$ cat config.mk
export PLATFORM = sky130hd
export DESIGN_NAME = brent_kung_pipe_subtractor
export DESIGN_NICKNAME = d
export VERILOG_FILES = /design/src/rtl/brent_kung_pipe_subtractor.sv
export SDC_FILE = /design/constraint.sdc
export NUM_CORES = 1
export LEC_CHECK = 0
export ABC_AREA = 1
export BUFFER_PORTS_ARGS = -buffer_cell sky130_fd_sc_hd__buf_2
export CAP_MARGIN = 0
export CORE_AREA = 2 2 106 108
export DETAILED_ROUTE_END_ITERATION = 10
export DIE_AREA = 0 0 108 110
export PLACE_DENSITY = 0.47
export SYNTH_ARGS = -nofsm -noshare
export SYNTH_HDL_FRONTEND = slang
export SYNTH_SLANG_ARGS = --single-unit
$ cat constraint.sdc
create_clock -name clk -period 1.55 [get_ports clk]
set_input_delay 0.2325 -clock clk [delete_from_list [all_inputs] [get_ports clk]]
set_output_delay 0.2325 -clock clk [all_outputs]
set_load 0.01 [all_outputs]
$ cat src/rtl/brent_kung_pipe_subtractor.sv
// brent_kung_pipe_subtractor
//   Two-stage pipelined Brent-Kung prefix subtractor: Diff = A - B - Bin.
//   The difference is formed as A + ~B + ~Bin. Generate and propagate terms
//   come from A and ~B, and the carry-in ~Bin is folded into bit 0's generate.
//   The up-sweep half of the prefix tree sits in front of the first register
//   stage. The down-sweep, the sum, and the flags sit in front of the second
//   register stage, which drives the outputs.
//
// Ports
//   clk        rising-edge clock
//   rst_n      asynchronous active-low reset
//   in_valid   operand A/B/Bin present
//   in_ready   operand accepted on this edge if in_valid is high
//   A, B       minuend and subtrahend, WIDTH bits
//   Bin        borrow-in
//   out_valid  Diff/Bout/Ovf valid
//   out_ready  downstream takes the result on this edge
//   Diff       (A - B - Bin) mod 2^WIDTH
//   Bout       unsigned borrow out (A < B + Bin)
//   Ovf        two's-complement overflow of the subtraction
module brent_kung_pipe_subtractor #(
  parameter int WIDTH = 16
) (
  input  logic             clk,
  input  logic             rst_n,
  input  logic             in_valid,
  output logic             in_ready,
  input  logic [WIDTH-1:0] A,
  input  logic [WIDTH-1:0] B,
  input  logic             Bin,
  output logic             out_valid,
  input  logic             out_ready,
  output logic [WIDTH-1:0] Diff,
  output logic             Bout,
  output logic             Ovf
);

  localparam int LOG = $clog2(WIDTH);
  localparam int MSB = WIDTH - 1;

  // ---------------------------------------------------------------------------
  // Stage p0: bit terms and prefix up-sweep (levels 1..LOG)
  // ---------------------------------------------------------------------------
  logic [WIDTH-1:0] g_p0, p_p0;
  logic [WIDTH-1:0] gu_p0, pu_p0;
  logic             cin_p0;

  always_comb begin
    cin_p0 = ~Bin;
    g_p0   = A & ~B;
    p_p0   = A ^ ~B;
    gu_p0  = g_p0;
    pu_p0  = p_p0;
    // Folding the carry-in into bit 0 makes every prefix group that ends at
    // bit 0 a true carry, so the tree needs no extra input.
    gu_p0[0] = g_p0[0] | (p_p0[0] & cin_p0);
    // At level l, each node whose index+1 is a multiple of 2^l combines its
    // group with the group that ends 2^(l-1) bits lower. In-place update is
    // safe because the partner is never itself a target at the same level.
    for (int l = 1; l <= LOG; l++) begin
      for (int i = 0; i < WIDTH; i++) begin
        if (((i + 1) % (1 << l)) == 0) begin
          gu_p0[i] = gu_p0[i] | (pu_p0[i] & gu_p0[i - (1 << (l - 1))]);
          pu_p0[i] = pu_p0[i] & pu_p0[i - (1 << (l - 1))];
        end
      end
    end
  end

  // ---------------------------------------------------------------------------
  // Stage p1 register: up-sweep results plus the raw propagate for the sum
  // ---------------------------------------------------------------------------
  logic [WIDTH-1:0] p_p1, gu_p1, pu_p1;
  logic             cin_p1, amsb_p1, bmsb_p1;
  logic             vld_p1;
  logic             s2_adv, s2_load, in_fire;

  assign s2_adv   = ~out_valid | out_ready;
  assign in_ready = ~vld_p1 | s2_adv;
  assign s2_load  = vld_p1 & s2_adv;
  assign in_fire  = in_valid & in_ready;

  always_ff @(posedge clk or negedge rst_n) begin
    if (!rst_n) begin
      vld_p1 <= 1'b0;
    end else if (in_fire) begin
      vld_p1 <= 1'b1;
    end else if (s2_load) begin
      vld_p1 <= 1'b0;
    end
  end

  always_ff @(posedge clk) begin
    if (in_fire) begin
      p_p1    <= p_p0;
      gu_p1   <= gu_p0;
      pu_p1   <= pu_p0;
      cin_p1  <= cin_p0;
      amsb_p1 <= A[MSB];
      bmsb_p1 <= B[MSB];
    end
  end

  // ---------------------------------------------------------------------------
  // Stage p1 combinational: down-sweep (levels LOG-1..1), sum and flags
  // ---------------------------------------------------------------------------
  logic [WIDTH-1:0] gd_p1, pd_p1, carry_p1, sum_p1;
  logic             bout_p1, ovf_p1;

  always_comb begin
    gd_p1 = gu_p1;
    pd_p1 = pu_p1;
    // The down-sweep fills the nodes midway between the up-sweep roots at each
    // level. Indices below 3*2^(l-1)-1 already hold complete prefixes.
    for (int l = LOG - 1; l >= 1; l--) begin
      for (int i = 0; i < WIDTH; i++) begin
        if ((i >= (3 << (l - 1)) - 1) && (((i + 1) % (1 << l)) == (1 << (l - 1)))) begin
          gd_p1[i] = gd_p1[i] | (pd_p1[i] & gd_p1[i - (1 << (l - 1))]);
          pd_p1[i] = pd_p1[i] & pd_p1[i - (1 << (l - 1))];
        end
      end
    end
    carry_p1 = {gd_p1[MSB-1:0], cin_p1};
    sum_p1   = p_p1 ^ carry_p1;
    bout_p1  = ~gd_p1[MSB];
    ovf_p1   = (amsb_p1 != bmsb_p1) && (sum_p1[MSB] != amsb_p1);
  end

  // ---------------------------------------------------------------------------
  // Stage p2 register: outputs
  // ---------------------------------------------------------------------------
  always_ff @(posedge clk or negedge rst_n) begin
    if (!rst_n) begin
      out_valid <= 1'b0;
      Diff      <= '0;
      Bout      <= 1'b0;
      Ovf       <= 1'b0;
    end else if (s2_load) begin
      out_valid <= 1'b1;
      Diff      <= sum_p1;
      Bout      <= bout_p1;
      Ovf       <= ovf_p1;
    end else if (out_ready) begin
      out_valid <= 1'b0;
    end
  end

endmodule

==> impl_metrics.toml <==
[sta]
rsz0062_at_grt = "true"
max_freq_mhz = 673
tightest_slew_ps = 490
setup_violations = 0
period_minus_slack_ps = 1490
maxSlewViolCount = 0
post-route-period-util_pct = 95.9
hold_violations = 0
hold_ws_ps = 101
worst_clock_skew_ps = 7.72
layout_setup_ws_ps = 63.1
slew_headroom_pct = 67.4

[critical_path]
timing.critical_path.buf_inv = 0
crit_slowest_cell = "edfxtp_1"
path_common_cell = "a21o_1"
path_max_fanout = 3
reg2reg_slack_ps = 60
critPathKind = "reg -> reg"
path_delay_family = "compound AO/OA/AOI/OAI gates"
path_cells = "a21o_1 > a21o_1 > ha_2 > nor2_4 > xnor2_2 > a21oi_2 > o21ai_1 > nand2_1"
slowest_delay_ps = 380
arrival_ps = 1690
worst-endpoint-required_ps = 1760
critPathCaptureType = "flop"
cp-start-kind = "flop"

[detailed_routing]
drc = 0
post_drt_wl_per_cell_um = 11.1
drtPass1Iterations = 4
vias = 1696
vias_per_cell = 3.88
wl_mm = 4.86
dr.first_iter.drc_count = 68
ant_nets = 0

[grt]
grt_max_degree = 40
grt_pass1_vias = 1776
track_usage_pct = 9.19
grt_antenna_before_repair = 0
gr-total-overflow = 0
grt_pass1_wl_mm = 8.07

[power]
leakagePower_nw = 1.62
p_comb_share_pct = 21.1
p_clk_share_pct = 28.8
intPower_w = 0.00304
total_power_w = 0.00421
switching_power_w = 0.00118
swShare_pct = 27.9
peakVddDrop_mv = 0.314
seq_power_share_pct = 50.1
p_per_area_nw_per_um2 = 1260

[cells_and_area]
final_common_cell = "buf_2"
final_util_pct = 31.3
fin_nets = 352
area_delta_synth_final_pct = 27.9
final_cell_mix = "56 x buf_2, 50 x nand2_1, 39 x edfxtp_1"
diodes = 0
fill_cells = 1085
drive_above_1_share_pct = 32.3

[floorplanning]
start_util_pct = 24.5
fp.dieW_um = 108
io_pins = 57
fp-row-count = 38
fp.dieArea_um2 = 11900
die_y_um = 110
core_area_um2 = 10700

[place]
place_congestion = 0.697
place_ws_ps = -25.3
hpwl_mm = 3.54
io_buffers = 56

[synth]
synth_cell_types = 19
ys_ff_latch = 59
ys.flop_type = "edfxtp_1"
synth_warnings = 0
syn_area_um2 = 2620
synthCells = 220
ys_async_sr_fraction_pct = 33.9
ys_seq_area_share_pct = 63.8
syn_nets = 280
synth_edf_count = 39
postSynthAreaPerCell_um2 = 11.9

[cts]
clock-sinks = 59
cts.htree.levels = 3
clockRootBuffer = "clkbuf_8"
cts_tree = "built"
cts.path.max_buffers = 2
numCtsBuffers = 9
clkTransAtPathRegs_ps = 60
clock_latency_ps = 330

[status]
status = "finished, final reports clean"

[job]
maxCapViolations = 0

[worst_hold_path]
worstHoldPathType = "in -> reg"
per-layer routing:
layer	vias to the layer above	track usage, %	wire, µm
met2	39	14.6	2310
met4	0	4.67	80
met5	-	0	0
li1	875	-	-
met1	775	10.8	2200
met3	7	3.70	272
kinds of logic (layout without fill, tap and decap cells):
group / count (synthesis) / after routing / synth area share [%]
AOI/OAI and AO/OA: 24 / 24 / 5.97
buffers and inverters: 31 / 108 / 4.58
adders and majority gates: 23 / 23 / 11.0
xor gates and xnor gates: 9 / 9 / 3.01
and+or+nand+nor: 74 / 74 / 11.7
DFF: 59 / 59 / 63.8
path summary, 6_finish.rpt:
path	end	cells past startpoint	start
worst max-delay path	Ovf$_DFFE_PN0P_	8	gu_p1[7]$_DFFE_PP_
worst min-delay path	bmsb_p1$_DFFE_PP_	1	B[15]
worst max register to register	Ovf$_DFFE_PN0P_	8	gu_p1[7]$_DFFE_PP_
worst min register to register	Bout$_DFFE_PN0P_	1	gu_p1[15]$_DFFE_PP_
max in group asynchronous	Ovf$_DFFE_PN0P_	2	rst_n
min in group asynchronous	Diff[0]$_DFFE_PN0P_	2	rst_n
power groups by stage:
stage / combinational [W] / sequential (W) / clock [W]
after CTS: 0.000913 / 0.00212 / 0.00127
after detailed placement: 0.000894 / 0.00214 / 0
after global placement: 0.000884 / 0.00215 / 0
after floorplan: 0.000416 / 0.00220 / 0
after global routing: 0.00101 / 0.00215 / 0.00133
final: 0.000888 / 0.00211 / 0.00121
synth_stat cells, drive strengths merged (4+ instances only):
cell    instances  area (µm²)
nand2          59         241
edfxtp         39        1170
inv            27         101
ha             23         288
dfrtp          20         500
nor2           10        40.0
o21ai          10        50.1
a21o            8        60.1
xor2            6        52.6
a21oi           5        25.0
nand3           4        20.0
stage by stage:
step	TNS (ps)	instances	instance area, µm²
after floorplan	-992	220	2630
after global placement	0	418	3140
after detailed placement	-25.3	418	3140
after CTS	0	436	3340
after global routing	-16.2	437	3350
final	0	437	3350
what timing repair did:
item                       in CTS  in global routing
hold endpoints to repair       20                  0
buffers inserted                1                  1
pin swaps                       6                  9
gates resized for setup         4                  1
setup endpoints to repair       1                  2
hold buffers                    1                  0
flip-flops by register name (all words and copies together) (netlist names):
signal and count:
cin_p1 1, pu_p1 4, amsb_p1 1, Ovf 1
gu_p1 16, bmsb_p1 1, Diff 16, Bout 1
p_p1 16, vld_p1 1, out_valid 1
final cells by class:
type / instances / area [µm²] / area share, %
Sequential cell: 59 / 1670 / 49.9
Inverter: 28 / 109 / 3.25
Multi-Input combinational cell: 130 / 858 / 25.6
Tap cell: 140 / 175 / 5.23
Timing Repair Buffer: 64 / 368 / 11.0
Clock buffer: 16 / 170 / 5.08
(Power assumes the default switching activity.)
